==> config.mk <==
export PLATFORM = sky130hd
export DESIGN_NAME = pm_ctrl
export DESIGN_NICKNAME = d
export VERILOG_FILES = /design/src/rtl/alucodes.sv /design/src/rtl/pm_pkg.sv /design/src/rtl/pm_sync.sv /design/src/rtl/pm_ctrl.sv
export SDC_FILE = /design/constraint.sdc
export NUM_CORES = 1
export LEC_CHECK = 0
export ABC_AREA = 1
export BUFFER_PORTS_ARGS = -buffer_cell sky130_fd_sc_hd__clkbuf_2
export CORE_UTILIZATION = 40
export CTS_CLUSTER_DIAMETER = 60
export DETAILED_ROUTE_END_ITERATION = 8
export HOLD_SLACK_MARGIN = 0.08
export PLACE_DENSITY = 0.73
export SLEW_MARGIN = 10
export SYNTH_ARGS = -nofsm -noshare
export SYNTH_HDL_FRONTEND = slang
export SYNTH_HIERARCHICAL = 1
export SYNTH_SLANG_ARGS = --single-unit
export TNS_END_PERCENT = 5
==> constraint.sdc <==
create_clock -name clk -period 1.1 [get_ports clk]
set_input_delay 0.11 -clock clk [delete_from_list [all_inputs] [get_ports clk]]
set_output_delay 0.11 -clock clk [all_outputs]
set_load 0.1 [all_outputs]
==> src/rtl/alucodes.sv <==
// rtl/alucodes.sv - picoMIPS ALU function codes shared by the ALU and its control unit
package alucodes;
   localparam logic [2:0] RA   = 3'b000;
   localparam logic [2:0] RADD = 3'b010;
   localparam logic [2:0] RMUL = 3'b100;
endpackage

==> src/rtl/pm_pkg.sv <==
// rtl/pm_pkg.sv - picoMIPS control unit types, instruction field positions and decode helpers
package pm_pkg;
   import alucodes::*;

   localparam int PM_N = 8;
   localparam int PM_I = 20;
   localparam int PM_P = 6;

   // Field positions are offsets down from the instruction msb
   localparam int PM_OP_OFS  = 1;
   localparam int PM_RD_OFS  = 4;
   localparam int PM_RS_OFS  = 7;
   localparam int PM_OP_W    = 3;
   localparam int PM_REG_W   = 3;

   localparam logic [2:0] PM_FUNC_PASS = RA;

   typedef enum logic [2:0] {
      OP_NOP  = 3'b000,
      OP_ADD  = 3'b001,
      OP_ADDI = 3'b010,
      OP_MUL  = 3'b011,
      OP_MULI = 3'b100,
      OP_WAIT = 3'b101,
      OP_BZ   = 3'b110,
      OP_JMP  = 3'b111
   } pm_op_t;

   typedef enum logic [2:0] {
      ST_FETCH   = 3'd0,
      ST_EXEC    = 3'd1,
      ST_WB      = 3'd2,
      ST_HOLD    = 3'd3,
      ST_RELEASE = 3'd4
   } pm_state_t;

   function automatic logic [2:0] pm_alu_func(input pm_op_t op);
      case (op)
         OP_ADD, OP_ADDI: return RADD;
         OP_MUL, OP_MULI: return RMUL;
         default:         return PM_FUNC_PASS;
      endcase
   endfunction

   function automatic logic pm_uses_imm(input pm_op_t op);
      return (op == OP_ADDI) || (op == OP_MULI);
   endfunction
endpackage

==> src/rtl/pm_sync.sv <==
// rtl/pm_sync.sv - two-flop synchroniser for the asynchronous handshake button
module pm_sync (
   input  logic clk,
   input  logic n_reset,
   input  logic i_async,
   output logic o_sync
);
   logic r_meta;
   logic r_sync;

   always_ff @(posedge clk) begin
      if (!n_reset) begin
         r_meta <= 1'b0;
         r_sync <= 1'b0;
      end else begin
         r_meta <= i_async;
         r_sync <= r_meta;
      end
   end

   assign o_sync = r_sync;
endmodule

==> src/rtl/pm_ctrl.sv <==
// rtl/pm_ctrl.sv - picoMIPS multi-cycle control unit: pc, instruction latch, decode, write-back, button wait
// Define PM_BRANCH_EN to enable the zero-flag branch (BZ); otherwise BZ behaves as NOP.
module pm_ctrl
   import pm_pkg::*;
#(
   parameter int n = PM_N,
   parameter int I = PM_I,
   parameter int P = PM_P
) (
   input  logic         clk,
   input  logic         n_reset,
   input  logic [I-1:0] instr,
   input  logic         alu_zero,
   input  logic         btn,
   output logic [P-1:0] pc,
   output logic [2:0]   alu_func,
   output logic [2:0]   rs_addr,
   output logic [2:0]   rd_addr,
   output logic [n-1:0] imm,
   output logic         b_sel,
   output logic         a_sel,
   output logic         reg_we,
   output logic         waiting
);
   pm_state_t    r_state;
   pm_state_t    w_state_nxt;
   logic [I-1:0] r_ir;
   logic [P-1:0] r_pc;
   logic [P-1:0] w_pc_nxt;
   logic [P-1:0] w_pc_inc;
   logic [P-1:0] w_target;
   logic [2:0]   r_alu_func;
   logic [2:0]   r_rs;
   logic [2:0]   r_rd;
   logic         r_b_sel;
   logic         w_reg_we;
   logic         w_btn_s;
   logic         w_zf;
   logic         w_unused;
   pm_op_t       w_ir_op;
   pm_op_t       w_instr_op;

   assign w_ir_op    = pm_op_t'(r_ir[I-PM_OP_OFS -: PM_OP_W]);
   assign w_instr_op = pm_op_t'(instr[I-PM_OP_OFS -: PM_OP_W]);
   assign w_pc_inc   = r_pc + P'(1);
   assign w_target   = r_ir[P-1:0];

   pm_sync u_sync (
      .clk     (clk),
      .n_reset (n_reset),
      .i_async (btn),
      .o_sync  (w_btn_s)
   );

`ifdef PM_BRANCH_EN
   logic r_zf;

   // Only ALU instructions reach WB, so the flag tracks the last arithmetic result
   always_ff @(posedge clk) begin
      if (!n_reset) begin
         r_zf <= 1'b0;
      end else if (r_state == ST_WB) begin
         r_zf <= alu_zero;
      end
   end

   assign w_zf     = r_zf;
   assign w_unused = &{1'b0, r_ir[I-PM_RD_OFS:n]};
`else
   assign w_zf     = 1'b0;
   assign w_unused = &{1'b0, alu_zero, r_ir[I-PM_RD_OFS:n]};
`endif

   always_comb begin
      w_state_nxt = r_state;
      w_pc_nxt    = r_pc;
      w_reg_we    = 1'b0;
      case (r_state)
         ST_FETCH: w_state_nxt = ST_EXEC;
         ST_EXEC: begin
            case (w_ir_op)
               OP_ADD, OP_ADDI, OP_MUL, OP_MULI: w_state_nxt = ST_WB;
               OP_WAIT: w_state_nxt = ST_HOLD;
               OP_JMP: begin
                  w_pc_nxt    = w_target;
                  w_state_nxt = ST_FETCH;
               end
               OP_BZ: begin
                  w_pc_nxt    = w_zf ? w_target : w_pc_inc;
                  w_state_nxt = ST_FETCH;
               end
               default: begin
                  w_pc_nxt    = w_pc_inc;
                  w_state_nxt = ST_FETCH;
               end
            endcase
         end
         ST_WB: begin
            w_reg_we    = 1'b1;
            w_pc_nxt    = w_pc_inc;
            w_state_nxt = ST_FETCH;
         end
         ST_HOLD: begin
            if (w_btn_s) begin
               w_state_nxt = ST_RELEASE;
            end
         end
         ST_RELEASE: begin
            if (!w_btn_s) begin
               w_reg_we    = 1'b1;
               w_pc_nxt    = w_pc_inc;
               w_state_nxt = ST_FETCH;
            end
         end
         default: w_state_nxt = ST_FETCH;
      endcase
   end

   // Decode registers load with the instruction so they are valid from EXEC onward
   always_ff @(posedge clk) begin
      if (!n_reset) begin
         r_state    <= ST_FETCH;
         r_pc       <= '0;
         r_ir       <= '0;
         r_alu_func <= PM_FUNC_PASS;
         r_b_sel    <= 1'b0;
         r_rs       <= '0;
         r_rd       <= '0;
      end else begin
         r_state <= w_state_nxt;
         r_pc    <= w_pc_nxt;
         if (r_state == ST_FETCH) begin
            r_ir       <= instr;
            r_alu_func <= pm_alu_func(w_instr_op);
            r_b_sel    <= pm_uses_imm(w_instr_op);
            r_rs       <= instr[I-PM_RS_OFS -: PM_REG_W];
            r_rd       <= instr[I-PM_RD_OFS -: PM_REG_W];
         end
      end
   end

   assign pc       = r_pc;
   assign alu_func = r_alu_func;
   assign rs_addr  = r_rs;
   assign rd_addr  = r_rd;
   assign imm      = r_ir[n-1:0];
   assign b_sel    = r_b_sel;
   assign a_sel    = (r_state == ST_RELEASE);
   assign waiting  = (r_state == ST_HOLD) || (r_state == ST_RELEASE);
   // A reset cycle must never commit a register write
   assign reg_we   = w_reg_we & n_reset;
endmodule

-- After elaboration in Yosys (flattened, before gate mapping)
Index checks and enable logic that the tools add are counted.
- output and inout port bits: 27
- logic and storage cells: 48
- bits of input ports: 24
- register bits after elaboration: 41
- mux-type cells: 10
- equal/unequal tests: 17
- bitwise logic cells: 1
- reduce and logical (&&, ||, !) cells: 10
- add/subtract/negate cells: 1
- operators by type and width (operator ; number):
    3-bit by 2-bit == test with 1-bit output (second input constant) ; 6
    6-bit one-hot mux with 3 select lines ; 1
    3-bit == test (second input constant) ; 5
    3-bit one-hot mux with 4 select lines ; 1
    6-bit one-hot mux with 2 select lines ; 1
    3-bit by 1-bit == test with 1-bit output (second input constant) ; 3
    6-bit by 1-bit adder with 6-bit output (second input constant) ; 1
    3-bit two-way mux ; 2
    6-bit two-way mux ; 1
    3-bit one-hot mux with 2 select lines ; 1
    5-bit OR reduction ; 1
    2-bit != test (second input constant) ; 2
    2-bit one-hot mux with 2 select lines ; 1
    2-bit OR reduction ; 2
    4-bit OR reduction ; 1
    3-bit logical NOT ; 1
    3-bit AND reduction ; 1
    3-bit nonzero test ; 1
    1-bit logical OR ; 2
    2-bit by 1-bit != test with 1-bit output (second input constant) ; 1
    1-bit one-hot mux with 2 select lines ; 1
    2-bit AND reduction ; 1
    1-bit AND ; 1
    1-bit two-way mux ; 1

-- Logic depth before layout (Yosys ltp)
Gate-level depths: netlist (run 1).
- word-level depth: 4
- mapped depth: 9
- gate-level depth less buffers: 9

-- Hierarchy
Netlist (run 1), hierarchy kept.
- modules (own cells, without submodules) (module ; times used ; cells an instance ; area each (µm²)):
    pm_ctrl ; 1 ; 202 ; 1462.7
    pm_sync ; 1 ; 6 ; 55.1

-- Worst setup path before layout (run 1)
Ideal clock, no wire load.
- path type: register to output
- from: register r_state[1]
- to: output reg_we
- data arrival time: 2.208 ns
- stages on the path, launching flop included: 6
- slack: -1.218 ns
- data required time: 0.990 ns
- buffers on the path: 0
- cell sequence: dfxtp_1 -> nor2_2 -> nand2_4 -> nand2_2 -> nand2_1 -> a21oi_1
- longest elaborated chain between the ends: 3
- elaborated cells on any way between the ends: 4
- those cells by class: eq/ne: 2; mux: 1; bitwise: 1
- RTL lines (what ; RTL line ; text):
    from (decl) ; pm_ctrl.sv:25 ; pm_state_t r_state;
    from (signal assigned) ; pm_ctrl.sv:130 ; r_state <= w_state_nxt;
    3-bit == test / 3-bit by 2-bit == test with 1-bit output (equally long branches) ; pm_ctrl.sv:78 ; case (r_state)
    1-bit one-hot mux with 2 select lines (*) ; pm_ctrl.sv:78 ;
    1-bit AND (*) ; pm_ctrl.sv:151 ; assign reg_we = w_reg_we & n_reset;
    to (decl) ; pm_ctrl.sv:22 ; output logic reg_we,
Every way passes the cells marked *; elsewhere a longest branch is shown, timed or not.

-- Final worst setup path (run 1)
- from: register r_state[0]
- to: output reg_we
Same word-level chain as after synthesis.

==> results of run 1 <==
[repair_timing]
item | 4_1_cts | 5_1_grt
buffers inserted | 6 | 0
gates cloned | 0 | 0
endpoints found under the setup margin | 31 | 32
pin swaps | 5 | 1
gates resized for setup | 7 | 3
hold buffers | 8 | 0
hold endpoints to repair | 8 | 0
[logic make-up after synthesis]
| family | count (synthesis) | share of synthesized area |
|---|---|---|
| AOI/OAI and AO/OA | 42 | 0.141 |
| xor gates and xnor gates | 2 | 0.0115 |
| adders and majority gates | 1 | 0.00824 |
| buffers and inverters | 40 | 0.140 |
| DFF | 31 | 0.409 |
| other | 1 | 0.00247 |
| and+or+nand+nor | 91 | 0.288 |
[critical path: stages (launching register included)]
cell,delay (ns)
dfxtp_2,0.34
inv_2,0.11
nand3_4,0.11
nand2_4,0.08
nand2_4,0.05
a21oi_4,0.14
buf_12,0.19
[sequential cells by signal, summed over array words and instances, names as in the netlist]
signal	flops
u_sync/o_sync	1
u_sync/r_meta	1
r_state	3
pc	6
r_ir	17
alu_func	2
b_sel	1
[per-stage QoR]
stage	utilization	area (µm²)	worst slack, ns	power [mW]	cells
5_1_grt	0.686	2510	-0.387	4.71	321
3_5_place_dp	0.616	2250	-0.234	3.51	299
2_1_floorplan	-	1570	-0.287	2.82	208
6_report	0.686	2510	-0.329	4.53	321
3_3_place_gp	0.616	2250	-0.143	3.48	299
4_1_cts	0.683	2500	-0.319	4.54	321
[where the power goes]
group	total [mW]	internal (mW)	switching (mW)	leakage, nW
logic	2.10	0.767	1.33	0.861
clock network	0.992	0.570	0.422	0.0515
registers	1.43	1.28	0.157	0.261
[how the worst max path moves through the flow]
stage	start	to	slack (ns)
floorplan	r_state[1]	pc[3]	-0.29
global placement	r_state[0]	pc[3]	-0.14
detailed placement	r_state[0]	pc[3]	-0.23
CTS	r_state[0]	reg_we	-0.32
global route	r_state[0]	reg_we	-0.39
finish	r_state[0]	reg_we	-0.33
[per-layer routing]
layer	vias to the layer above	GRT usage	routed length, µm
li1	771	-	-
met1	681	0.231	1610
met2	38	0.352	1900
met5	-	0	0
met4	0	0.0795	84
met3	11	0.0652	151
[layout by cell type (no fill, tap or decap), types with 2 or more instances in the layout]
master,instances
a21oi_1,14
clkbuf_8,7
o21ai_0,22
or2_2,2
nor2_1,37
nand2_2,2
nor2_4,3
inv_1,17
nand2_1,28
nand4_1,2
dfxtp_2,5
buf_6,2
dfxtp_1,22
buf_4,21
nand3_1,7
nand3_2,2
buf_12,27
o21ai_1,4
inv_4,2
dfxtp_4,4
dlygate4sd3_1,8
nand2_4,4
clkbuf_2,19
[area by class of cell]
type,instances,area (µm²)
repair buffers,77,896
flip-flops and latches,31,642
well taps,48,60.1
inverters,20,80.1
multi-input cells,137,734
fillers,272,1150
clock buffers,8,100
==> results.cfg, run 1 <==
[worst_hold_path]
min_path_type = primary input to flop
whs_endpoint = r_ir[4]
min-delay-start = instr[4]
holdPathStages = 3

[outcome]
outcome = complete, but fails checks
violations = negative setup slack

[critical_path]
required_ns = 0.99
r2r-start = r_state[2]
crit_fanout = 3
cp.arrival_ns = 1.32
endpoint_kind = output port
reg2reg_depth = 11
r2r-end = pc[3]
reg2reg_setup_slack_ns = -0.28
cp-start-kind = flop
crit_type = flop to output port

[sta]
fin_skew_ns = 0.00640
final.setup.tns_ns = -3.49
worst_slack_ns = -0.329
fmax_mhz = 700
slew_viol_final = 0
min_period_ns = 1.43
setup_violations = 29
rsz0062_at_grt = yes
holdWs_ns = 0.0819
fin_crit_sh = 1.30
hold_violations = 0

[floorplanning]
ios = 51
rows = 22
initial_core_util = 0.415
die-width_um = 63.6
die-area_um2 = 4040
core-area_um2 = 3660
die_h_um = 63.6

[power]
power_leakage_nw = 1.17
irDropWorstVdd_mv = 1.19
power.density_nw_per_um2 = 1800

[placement]
port_buffers = 45
place_congestion = 0.840
dp_hpwl_um = 2660

[synth]
syn_area_per_cell_um2 = 7.30
synth_nets = 233
synthCells = 208
ys_top_cells_by_area = dfxtp_1, nor2_1, buf_4
synth_top_area_frac = 0.409
synth_commonest_cells = nor2_1, dfxtp_1, nand2_1
synth_top_cell_by_area = dfxtp_1
syn-cell-area_um2 = 1520
synth_edf_count = 0
synth_most_common_cell = nor2_1
yosys_register_bits = 31
synthFlopType = dfxtp_1
yosysSeqAreaShare = 0.409
async_flop_share = 0
ys_types = 27
ys_warn_count = 6

[finish]
layout-drive-gt1-share = 0.392
final_nets = 297
antenna_cells = 0
areaGrowthSynthToFinish_pct = 65.5

[route]
via_per_inst = 4.68
drcViolationCount = 0
wl_um = 3750
drtIter0Drc = 73
routedWlPerCell_um = 11.7
dr.pass1.iters = 4
ant_nets = 0
num_vias = 1501

[clocking]
cts_sinks = 31
clock_latency_ns = 0.29
clk_pin_slew_worst_paths_ns = 0.06
cts_buffer_depth = 2
cts_buffers = 5
cts_root_buf = clkbuf_8
cts_tree = done
htreeDepth = 2

[global_routing]
grt_pass1_vias = 1484
grt_max_degree = 18
grt_util_all_layers = 0.204
antenna_found_initial = 0
grt_pass1_wl_um = 6390
globalRouteOverflowTotal = 0

[run]
timing.max_cap.violations = 0
Power figures use the tool's default switching activity.
==> inputs of run 2 (changes only) <==
--- a/config.mk
+++ b/config.mk
@@ -12,9 +12,9 @@
 export DETAILED_ROUTE_END_ITERATION = 8
 export HOLD_SLACK_MARGIN = 0.08
 export PLACE_DENSITY = 0.73
+export REMOVE_ABC_BUFFERS = 1
 export SLEW_MARGIN = 10
 export SYNTH_ARGS = -nofsm -noshare
 export SYNTH_HDL_FRONTEND = slang
 export SYNTH_HIERARCHICAL = 1
 export SYNTH_SLANG_ARGS = --single-unit
-export TNS_END_PERCENT = 5
==> run 2 against run 1 <==
Effect of this change:
- routed wire length rose by 2.9%
- largest cell class unchanged
- cell area fell by 0.50%
- global-route usage fell by 0.64 points
- flip-flop and latch count did not move
- hold slack got worse by 0.0022 ns
- the flow still finishes with violations (negative setup slack)
- clock-buffer cell count fell by 2
- fmax rose by 0.70%
- register-to-register slack barely moved
- power rose by 0.27%
- utilization fell by 0.34 points
==> results.cfg, run 2 (same netlist as run 1, synthesis figures left out) <==
[outcome]
outcome = complete, but fails checks
violations = negative setup slack

[critical_path]
required_ns = 0.99
r2r-end = pc[2]
r2r-start = r_state[0]
crit_fanout = 2
endpoint = reg_we
endpoint_kind = output port
cp.arrival_ns = 1.31
reg2reg_setup_slack_ns = -0.29
reg2reg_depth = 9
cp-start-kind = flop
worstSetupStartpoint = r_state[0]
crit_type = flop to output port

[finish]
regMostFlops = r_ir
antenna_cells = 0
ff_latch_area_um2 = 636
multi_input_area_um2 = 785
final_cell_mix = nor2_1, buf_12, nand2_1, dfxtp_1, clkbuf_2
layout-drive-gt1-share = 0.447
largest_reg_flops = 17
final_nets = 289
areaGrowthSynthToFinish_pct = 64.7
fillers = 275
layout_commonest_cell = nor2_1

[clocking]
clk_pin_slew_worst_paths_ns = 0.06
cts_sinks = 31
htreeDepth = 2
cts_root_buf = clkbuf_8
clock_latency_ns = 0.28
cts_tree = done
cts_buffers = 5
cts_buffer_depth = 2

[floorplanning]
ios = 51
core-area_um2 = 3660
rows = 22
die-width_um = 63.6
die_h_um = 63.6
initial_core_util = 0.415
die-area_um2 = 4040

[global_routing]
grt_max_degree = 19
antenna_found_initial = 0
grt_pass1_vias = 1426
grt_pass1_wl_um = 6190
globalRouteOverflowTotal = 0
grt_util_all_layers = 0.198

[route]
drtIter0Drc = 72
dr.pass1.iters = 4
num_vias = 1485
via_per_inst = 4.76
ant_nets = 0
routedWlPerCell_um = 12.4
wl_um = 3860
drcViolationCount = 0

[placement]
dp_hpwl_um = 2640
place_congestion = 0.864
dp_slack_ns = -0.206
port_buffers = 45

[sta]
hold_violations = 0
rsz0062_at_grt = yes
slew_viol_final = 0
min_period_ns = 1.42
holdWs_ns = 0.0797
fmax_mhz = 705
worst_slack_ns = -0.319
fin_crit_sh = 1.29
final.setup.tns_ns = -3.38
fin_skew_ns = 0.00381
setup_violations = 27

[power]
power_mw = 4.54
irDropWorstVdd_mv = 1.14
power.density_nw_per_um2 = 1820
power_leakage_nw = 1.15

[worst_hold_path]
min_path_type = primary input to flop

[run]
timing.max_cap.violations = 0
[run 2: per-layer routing]
layer	vias to the layer above	track usage	share of wire	wire length (µm)
met3	8	0.0634	0.051	197
met2	48	0.360	0.55	2110
met5	-	0	0	0
met4	0	0.0852	0.018	68
met1	671	0.205	0.38	1480
li1	758	-	-	-
[run 2: per-stage QoR]
stage,area [µm²],utilization,instances
after global placement,2190,0.598,297
after detailed placement,2190,0.598,297
final,2500,0.683,312
after CTS,2400,0.656,311
after global routing,2500,0.683,312
after floorplan,1380,-,188
[run 2: cell type report]
cell class,instances,area share
timing repair buffer,69,0.338
tap,48,0.0240
inverter,20,0.0345
clock inverter,1,0.00200
clock buffer,6,0.0330
sequential,31,0.254
multi-input combinational,137,0.314
[run 2: critical path, stage by stage, from the launching register on]
cell	delay [ns]
dfxtp_4	0.36
nor2_4	0.15
nand2_4	0.08
nand2_4	0.08
nand2_4	0.05
a21oi_4	0.13
buf_12	0.18
[run 2: how the worst min path moves through the flow]
stage	start	to	slack, ns	cells after the start
final	instr[13]	r_ir[13]	0.08	3
after global routing	instr[2]	r_ir[2]	0.09	3
after CTS	instr[16]	r_ir[16]	0.08	3
after detailed placement	btn	u_sync/r_meta	0.30	3
after global placement	btn	u_sync/r_meta	0.29	3
after floorplan	n_reset	u_sync/o_sync	0.20	2
[run 2: power by group]
group,total [mW],switching [mW],internal (mW)
combinational,2.21,1.39,0.816
sequential,1.43,0.161,1.27
clock,0.901,0.411,0.490
total,4.54,1.96,2.58
[run 2: what timing repair did]
| item | in CTS | in global routing |
|---|---|---|
| setup endpoints to repair | 32 | 33 |
| endpoints found under the hold margin | 1 | 0 |
| gates resized for setup | 19 | 32 |
| setup buffers | 6 | 2 |
| cloned | 0 | 0 |
| pin swaps | 4 | 12 |
| hold buffers | 1 | 0 |
